--- src/rtl/pixel_stream_if.sv ---
// Pixel stream bus: frame-buffer read port plus the aligned video output stream.
//   master (generator): drives rd_en, rd_addr, de, x_coor, y_coor, g_data,
//                       hsync, vsync, frame_start; receives rd_data
//   slave  (memory/sink): the mirror image
// Parameter: ADDR_W - frame-buffer address width.
interface pixel_stream_if #(
  parameter int unsigned ADDR_W = 19
);
  logic              rd_en;
  logic [ADDR_W-1:0] rd_addr;
  logic [11:0]       rd_data;
  logic              de;
  logic [9:0]        x_coor;
  logic [8:0]        y_coor;
  logic [11:0]       g_data;
  logic              hsync;
  logic              vsync;
  logic              frame_start;

  modport master (
    output rd_en, rd_addr, de, x_coor, y_coor, g_data, hsync, vsync, frame_start,
    input  rd_data
  );

  modport slave (
    input  rd_en, rd_addr, de, x_coor, y_coor, g_data, hsync, vsync, frame_start,
    output rd_data
  );
endinterface

--- src/rtl/pixel_stream_gen.sv ---
// pixel_stream_gen: VGA-style timing generator and frame-buffer reader that
// sources the grayscale pixel stream for the edge-filter chain.
// Ports:
//   clk, reset  - clock, asynchronous active-high reset
//   pix_en      - pixel tick; counters and outputs advance only on it
//   run         - level; high streams frames, low finishes the current frame
//   busy        - high while streaming or draining
//   bus         - pixel_stream_if.master: rd_en/rd_addr/rd_data read port and
//                 de/x_coor/y_coor/g_data/hsync/vsync/frame_start output stream
// Build option: define TEST_PATTERN_EN to replace frame-buffer data with an
// x/y checkerboard pattern (rd_en held low, rd_data ignored).
// Pipeline: a pix_en tick samples the counters into a holding stage and issues
// the read; the clk after the tick moves that stage to the outputs together
// with the returned read data, so de/coords/syncs/g_data always line up.
module pixel_stream_gen #(
  parameter int unsigned H_ACTIVE = 640,
  parameter int unsigned H_FP     = 16,
  parameter int unsigned H_SYNC   = 96,
  parameter int unsigned H_BP     = 48,
  parameter int unsigned V_ACTIVE = 480,
  parameter int unsigned V_FP     = 10,
  parameter int unsigned V_SYNC   = 2,
  parameter int unsigned V_BP     = 33,
  parameter int unsigned ADDR_W   = 19
) (
  input  logic           clk,
  input  logic           reset,
  input  logic           pix_en,
  input  logic           run,
  output logic           busy,
  pixel_stream_if.master bus
);

  localparam int unsigned CNT_W   = 10;
  localparam int unsigned X_W     = 10;
  localparam int unsigned Y_W     = 9;
  localparam int unsigned H_TOTAL = H_ACTIVE + H_FP + H_SYNC + H_BP;
  localparam int unsigned V_TOTAL = V_ACTIVE + V_FP + V_SYNC + V_BP;

  localparam logic [CNT_W-1:0] H_ACT_END = CNT_W'(H_ACTIVE);
  localparam logic [CNT_W-1:0] H_LAST    = CNT_W'(H_TOTAL - 1);
  localparam logic [CNT_W-1:0] HS_BEG    = CNT_W'(H_ACTIVE + H_FP);
  localparam logic [CNT_W-1:0] HS_END    = CNT_W'(H_ACTIVE + H_FP + H_SYNC - 1);
  localparam logic [CNT_W-1:0] V_ACT_END = CNT_W'(V_ACTIVE);
  localparam logic [CNT_W-1:0] V_LAST    = CNT_W'(V_TOTAL - 1);
  localparam logic [CNT_W-1:0] VS_BEG    = CNT_W'(V_ACTIVE + V_FP);
  localparam logic [CNT_W-1:0] VS_END    = CNT_W'(V_ACTIVE + V_FP + V_SYNC - 1);
  localparam logic [ADDR_W-1:0] ADDR_LAST = ADDR_W'(H_ACTIVE * V_ACTIVE - 1);

  localparam logic [1:0] IDLE   = 2'd0;
  localparam logic [1:0] ACTIVE = 2'd1;
  localparam logic [1:0] DRAIN  = 2'd2;

  logic [1:0]       state;
  logic [1:0]       state_next;
  logic [CNT_W-1:0] h_cnt;
  logic [CNT_W-1:0] v_cnt;
  logic [ADDR_W-1:0] rd_addr;
  logic             running;
  logic             wrap;
  logic             in_active;
  logic             rd_req;

  // Holding stage filled on each pix_en tick
  logic             tick_d;
  logic             s_de;
  logic [X_W-1:0]   s_x;
  logic [Y_W-1:0]   s_y;
  logic             s_hs;
  logic             s_vs;
  logic             s_first;
  logic [11:0]      pixel;

  assign running   = (state != IDLE);
  assign wrap      = pix_en & (h_cnt == H_LAST) & (v_cnt == V_LAST);
  assign in_active = running & (h_cnt < H_ACT_END) & (v_cnt < V_ACT_END);
  assign rd_req    = pix_en & in_active;
  assign bus.rd_addr = rd_addr;

`ifdef TEST_PATTERN_EN
  logic [3:0] pattern;
  logic       unused_rd_data;
  assign pattern        = s_x[5:2] ^ s_y[5:2];
  assign pixel          = {3{pattern}};
  assign bus.rd_en      = 1'b0;
  assign unused_rd_data = ^bus.rd_data;
`else
  assign pixel     = bus.rd_data;
  assign bus.rd_en = rd_req;
`endif

  // State register
  always_ff @(posedge clk or posedge reset) begin
    if (reset) begin
      state <= IDLE;
      busy  <= 1'b0;
    end else begin
      state <= state_next;
      busy  <= (state_next != IDLE);
    end
  end

  // Next state: a dropped run lets the frame finish; run again resumes seamlessly
  always_comb begin
    state_next = state;
    case (state)
      IDLE: begin
        if (run) state_next = ACTIVE;
      end
      ACTIVE, DRAIN: begin
        if (run)       state_next = ACTIVE;
        else if (wrap) state_next = IDLE;
        else           state_next = DRAIN;
      end
      default: state_next = IDLE;
    endcase
  end

  // Raster counters, parked at 0 while idle
  always_ff @(posedge clk or posedge reset) begin
    if (reset) begin
      h_cnt <= '0;
      v_cnt <= '0;
    end else if (!running) begin
      h_cnt <= '0;
      v_cnt <= '0;
    end else if (pix_en) begin
      if (h_cnt == H_LAST) begin
        h_cnt <= '0;
        v_cnt <= (v_cnt == V_LAST) ? '0 : v_cnt + CNT_W'(1);
      end else begin
        h_cnt <= h_cnt + CNT_W'(1);
      end
    end
  end

  // Linear read address; wraps after the last active pixel so it never exceeds it
  always_ff @(posedge clk or posedge reset) begin
    if (reset) begin
      rd_addr <= '0;
    end else if (!running || wrap) begin
      rd_addr <= '0;
    end else if (rd_req) begin
      rd_addr <= (rd_addr == ADDR_LAST) ? '0 : rd_addr + ADDR_W'(1);
    end
  end

  // Holding stage: what the outputs will show for this tick
  always_ff @(posedge clk or posedge reset) begin
    if (reset) begin
      tick_d  <= 1'b0;
      s_de    <= 1'b0;
      s_x     <= '0;
      s_y     <= '0;
      s_hs    <= 1'b1;
      s_vs    <= 1'b1;
      s_first <= 1'b0;
    end else begin
      tick_d <= pix_en;
      if (pix_en) begin
        s_de    <= in_active;
        s_x     <= X_W'(h_cnt);
        s_y     <= Y_W'(v_cnt);
        s_hs    <= ~(running & (h_cnt >= HS_BEG) & (h_cnt <= HS_END));
        s_vs    <= ~(running & (v_cnt >= VS_BEG) & (v_cnt <= VS_END));
        s_first <= in_active & (h_cnt == '0) & (v_cnt == '0);
      end
    end
  end

  // Output stage: one clk after the tick, when the read data has returned
  always_ff @(posedge clk or posedge reset) begin
    if (reset) begin
      bus.de          <= 1'b0;
      bus.x_coor      <= '0;
      bus.y_coor      <= '0;
      bus.g_data      <= '0;
      bus.hsync       <= 1'b1;
      bus.vsync       <= 1'b1;
      bus.frame_start <= 1'b0;
    end else begin
      bus.frame_start <= tick_d & s_first;
      if (tick_d) begin
        bus.de     <= s_de;
        bus.hsync  <= s_hs;
        bus.vsync  <= s_vs;
        bus.g_data <= s_de ? pixel : '0;
        if (s_de) begin
          bus.x_coor <= s_x;
          bus.y_coor <= s_y;
        end
      end
    end
  end

endmodule

--- src/flat_wrapper.sv ---
// flat-port wrapper written by rule: the top's interface ports become plain ports
module pixel_stream_gen_flat 
#(
  parameter int unsigned H_ACTIVE = 640,
  parameter int unsigned H_FP     = 16,
  parameter int unsigned H_SYNC   = 96,
  parameter int unsigned H_BP     = 48,
  parameter int unsigned V_ACTIVE = 480,
  parameter int unsigned V_FP     = 10,
  parameter int unsigned V_SYNC   = 2,
  parameter int unsigned V_BP     = 33,
  parameter int unsigned ADDR_W   = 19
)
  (clk, reset, pix_en, run, busy, bus_rd_en, bus_rd_addr, bus_de, bus_x_coor, bus_y_coor, bus_g_data, bus_hsync, bus_vsync, bus_frame_start, bus_rd_data);
  pixel_stream_if #(.ADDR_W(ADDR_W)) bus_i ();
  input  logic clk;
  input  logic reset;
  input  logic pix_en;
  input  logic run;
  output logic busy;
  output wire logic [$bits(bus_i.rd_en)-1:0] bus_rd_en;
  output wire logic [$bits(bus_i.rd_addr)-1:0] bus_rd_addr;
  output wire logic [$bits(bus_i.de)-1:0] bus_de;
  output wire logic [$bits(bus_i.x_coor)-1:0] bus_x_coor;
  output wire logic [$bits(bus_i.y_coor)-1:0] bus_y_coor;
  output wire logic [$bits(bus_i.g_data)-1:0] bus_g_data;
  output wire logic [$bits(bus_i.hsync)-1:0] bus_hsync;
  output wire logic [$bits(bus_i.vsync)-1:0] bus_vsync;
  output wire logic [$bits(bus_i.frame_start)-1:0] bus_frame_start;
  input wire logic [$bits(bus_i.rd_data)-1:0] bus_rd_data;
  assign bus_rd_en = bus_i.rd_en;
  assign bus_rd_addr = bus_i.rd_addr;
  assign bus_de = bus_i.de;
  assign bus_x_coor = bus_i.x_coor;
  assign bus_y_coor = bus_i.y_coor;
  assign bus_g_data = bus_i.g_data;
  assign bus_hsync = bus_i.hsync;
  assign bus_vsync = bus_i.vsync;
  assign bus_frame_start = bus_i.frame_start;
  assign bus_i.rd_data = bus_rd_data;
  pixel_stream_gen #(.H_ACTIVE(H_ACTIVE), .H_FP(H_FP), .H_SYNC(H_SYNC), .H_BP(H_BP), .V_ACTIVE(V_ACTIVE), .V_FP(V_FP), .V_SYNC(V_SYNC), .V_BP(V_BP), .ADDR_W(ADDR_W)) u_core (.clk(clk), .reset(reset), .pix_en(pix_en), .run(run), .busy(busy), .bus(bus_i));
endmodule
--- config.mk ---
export PLATFORM = sky130hd
export DESIGN_NAME = pixel_stream_gen_flat
export DESIGN_NICKNAME = d
export VERILOG_FILES = /design/src/rtl/pixel_stream_if.sv /design/src/rtl/pixel_stream_gen.sv /design/src/flat_wrapper.sv
export SDC_FILE = /design/constraint.sdc
export NUM_CORES = 1
export LEC_CHECK = 0
export CAP_MARGIN = 20
export CORE_MARGIN = 3
export CORE_UTILIZATION = 30
export CTS_BUF_LIST = sky130_fd_sc_hd__clkbuf_2 sky130_fd_sc_hd__clkbuf_4 sky130_fd_sc_hd__clkbuf_8
export DETAILED_ROUTE_END_ITERATION = 10
export PLACE_DENSITY = 0.55
export REMOVE_ABC_BUFFERS = 1
export SYNTH_ARGS = -nofsm -noshare
export SYNTH_HDL_FRONTEND = slang
export SYNTH_SLANG_ARGS = --single-unit
--- constraint.sdc ---
create_clock -name clk -period 3.65 [get_ports clk]
set_clock_uncertainty 0.2 [all_clocks]
set_input_delay 0.365 -clock clk [delete_from_list [all_inputs] [get_ports clk]]
set_output_delay 0.365 -clock clk [all_outputs]
set_load 0.01 [all_outputs]
==> impl_metrics.json <==
{
  "outcome": "completed",
  "final_max_slew_viol_count": 0,
  "ios": 72,
  "min_path_type": "register to register",
  "ctsLongestPathBuffers": 2,
  "synth_top_area_share_pct": 52.6,
  "clkLatencyLatePin_ns": 0.38,
  "grt_pass1_vias": 3471,
  "area_growth_pct": 24.6,
  "grt_use_met1_pct": 18.0,
  "timing.fmax_ghz": 0.373,
  "gp_congestion": 0.821,
  "core_area_sq_um": 14800,
  "synthAdderAreaFrac_pct": 1.90,
  "regArea_sq_um": 2530,
  "cp.arrival_ns": 2.12,
  "yosys.area.top_type": "dfrtp_1",
  "drc": 0,
  "critical_path.startpoint_type": "register",
  "worstSetupEndpointType": "output pin",
  "power_density_nw_per_um2": 474,
  "multi_input_area_sq_um": 1910,
  "cts_tree": "built",
  "period_share_pct": 73.5,
  "grt_pass1_wl_mm": 17.7,
  "layout_setup_ws_ns": 0.967,
  "hold_slack_ns": 0.274,
  "power_mw": 2.72,
  "numPortBuffers": 71,
  "layout-drive-gt1-share_pct": 10.8,
  "period_needed_ns": 2.68,
  "use_met3_pct": 4.63,
  "wl_mm": 10.5,
  "dieArea_sq_um": 16900,
  "rsz0062_at_grt": "no",
  "synth_area_leaders": "dfrtp_1, nand2_1, mux2_2",
  "num-fill-cells": 1493,
  "clock_sinks": 101,
  "synth_compound_area_share_pct": 8.60,
  "async_flop_share_pct": 100,
  "cp.required_ns": 3.08,
  "synth_most_common_cell": "dfrtp_1",
  "diodes": 0,
  "vias_per_cell": 4.95,
  "post_cts_buffers": 0,
  "routedWlPerCell_um": 14.6,
  "antenna_found_initial": 1,
  "cts.clk_slew.worst_paths_ns": 0.10,
  "synth_xor_area_share_pct": 3.42,
  "htree_levels": 3,
  "die_w_um": 130,
  "numCtsBuffers": 9,
  "fin_setup_tns_ns": 0,
  "place_ws_ns": 1.06,
  "start_util_pct": 31.2,
  "cts_root_buffer": "clkbuf_8",
  "setup_viol": 0,
  "yosysSeqAreaShare_pct": 54.9,
  "final_nets": 557,
  "ctsResizeCount": 0,
  "synth_simple_gate_area_share_pct": 21.9,
  "setup.worst_path.class": "register to output pin",
  "hpwlAfterDp_mm": 7.21,
  "syn-cell-area_sq_um": 4610,
  "synthMuxAreaShare_pct": 5.56,
  "hold_violations": 0,
  "rrSetupSlack_ns": 1.35,
  "synth-edff-count": 0,
  "p_leak_nw": 2.56,
  "firstDrtPassIters": 4,
  "irDropWorstVdd_v": 0.000196,
  "busiest_layer": "met2",
  "die_h_um": 130,
  "drv_cap": 0,
  "relSlewSlack_pct": 41.8,
  "overflow": 0,
  "syn_area_per_cell_sq_um": 9.94,
  "cts_hold_buf": 0,
  "synth_top_family_by_area": "simple AND/OR/NAND/NOR gates",
  "gr-usage-met2_pct": 19.9,
  "drtIter0Drc": 150,
  "num_rows": 44,
  "ys_seq_elements": 101,
  "tightest_slew_ns": 0.873,
  "grt_max_degree": 71,
  "ant_nets": 0,
  "num_vias": 3576,
  "ys_warn_count": 0,
  "crit_fanout": 9,
  "synth_cell_type_count": 53,
  "syn_inst": 464,
  "synth_commonest_cells": "dfrtp_1, nand2_1, nor2_1",
  "grt_use_total_pct": 13.1,
  "synth_flop_cell": "dfrtp_1"
}
## cell families (layout without fill, tap and decap cells)
kind of cell / count (synthesis) / after routing
flops: 101 / 101
buf+inv: 45 / 120
mux: 23 / 23
xor+xnor: 18 / 18
compound gates: 66 / 66
fa+ha+maj: 7 / 7
simple gates: 204 / 204
## final timing paths
path | from | endpoint | cells past startpoint
max | u_core.state[1] | bus_rd_en | 6
min | u_core.s_y[1] | u_core.bus.y_coor[1] | 2
max reg2reg | u_core.state[1] | u_core.bus.rd_addr[16] | 8
min reg2reg | u_core.s_y[1] | u_core.bus.y_coor[1] | 2
max in group asynchronous | reset | u_core.bus.hsync | 3
min in group asynchronous | reset | u_core.s_y[5] | 2
## state kept, by name (all words and copies together), names as in the netlist, 2 cells and up
signal,count
u_core.h_cnt,10
u_core.v_cnt,10
u_core.bus.y_coor,9
u_core.s_y,9
u_core.state,2
u_core.s_x,10
u_core.bus.g_data,12
u_core.bus.rd_addr,19
u_core.bus.x_coor,10
## area by class of cell
type | count | area share (%)
well taps | 184 | 4.00
clock buffers | 12 | 2.76
inverters | 26 | 1.74
flip-flops and latches | 101 | 44.0
multi-input cells | 318 | 33.2
clock inverters | 4 | 0.957
repair buffers | 78 | 13.3
## stage by stage
stage	instances	util (%)	area (sq um)
floorplan	445	-	4540
global placement	707	37.4	5540
detailed placement	707	37.4	5540
CTS	723	38.8	5750
global route	723	38.8	5750
finish	723	38.8	5750
## power breakdown
part	leakage, nW	internal (mW)	switching, mW
logic	1.09	0.269	0.395
registers	1.37	1.22	0.0795
clock network	0.107	0.366	0.390
total	2.56	1.86	0.864
## critical path, cell delays in order (launching register included)
cell	delay [ns]
dfrtp_1	0.38
inv_1	0.05
ha_1	0.19
nor2_1	0.19
nand4_2	0.15
clkinv_1	0.20
clkdlybuf4s50_1	0.58
## layout by cell type (no fill, tap or decap), drive strengths merged, types with 12 or more instances in the layout
cell type / n
a21oi: 17
clkbuf: 12
clkdlybuf4s50: 71
dfrtp: 97
inv: 26
mux2: 21
nand2: 93
nand3: 18
nor2: 37
o21ai: 28
## routing by layer
layer	share of wire, %	wire length, um
met1	49	5120
met2	44	4680
met3	5.8	615
met4	0.92	97
met5	0.12	13
(Power assumes the default switching activity.)
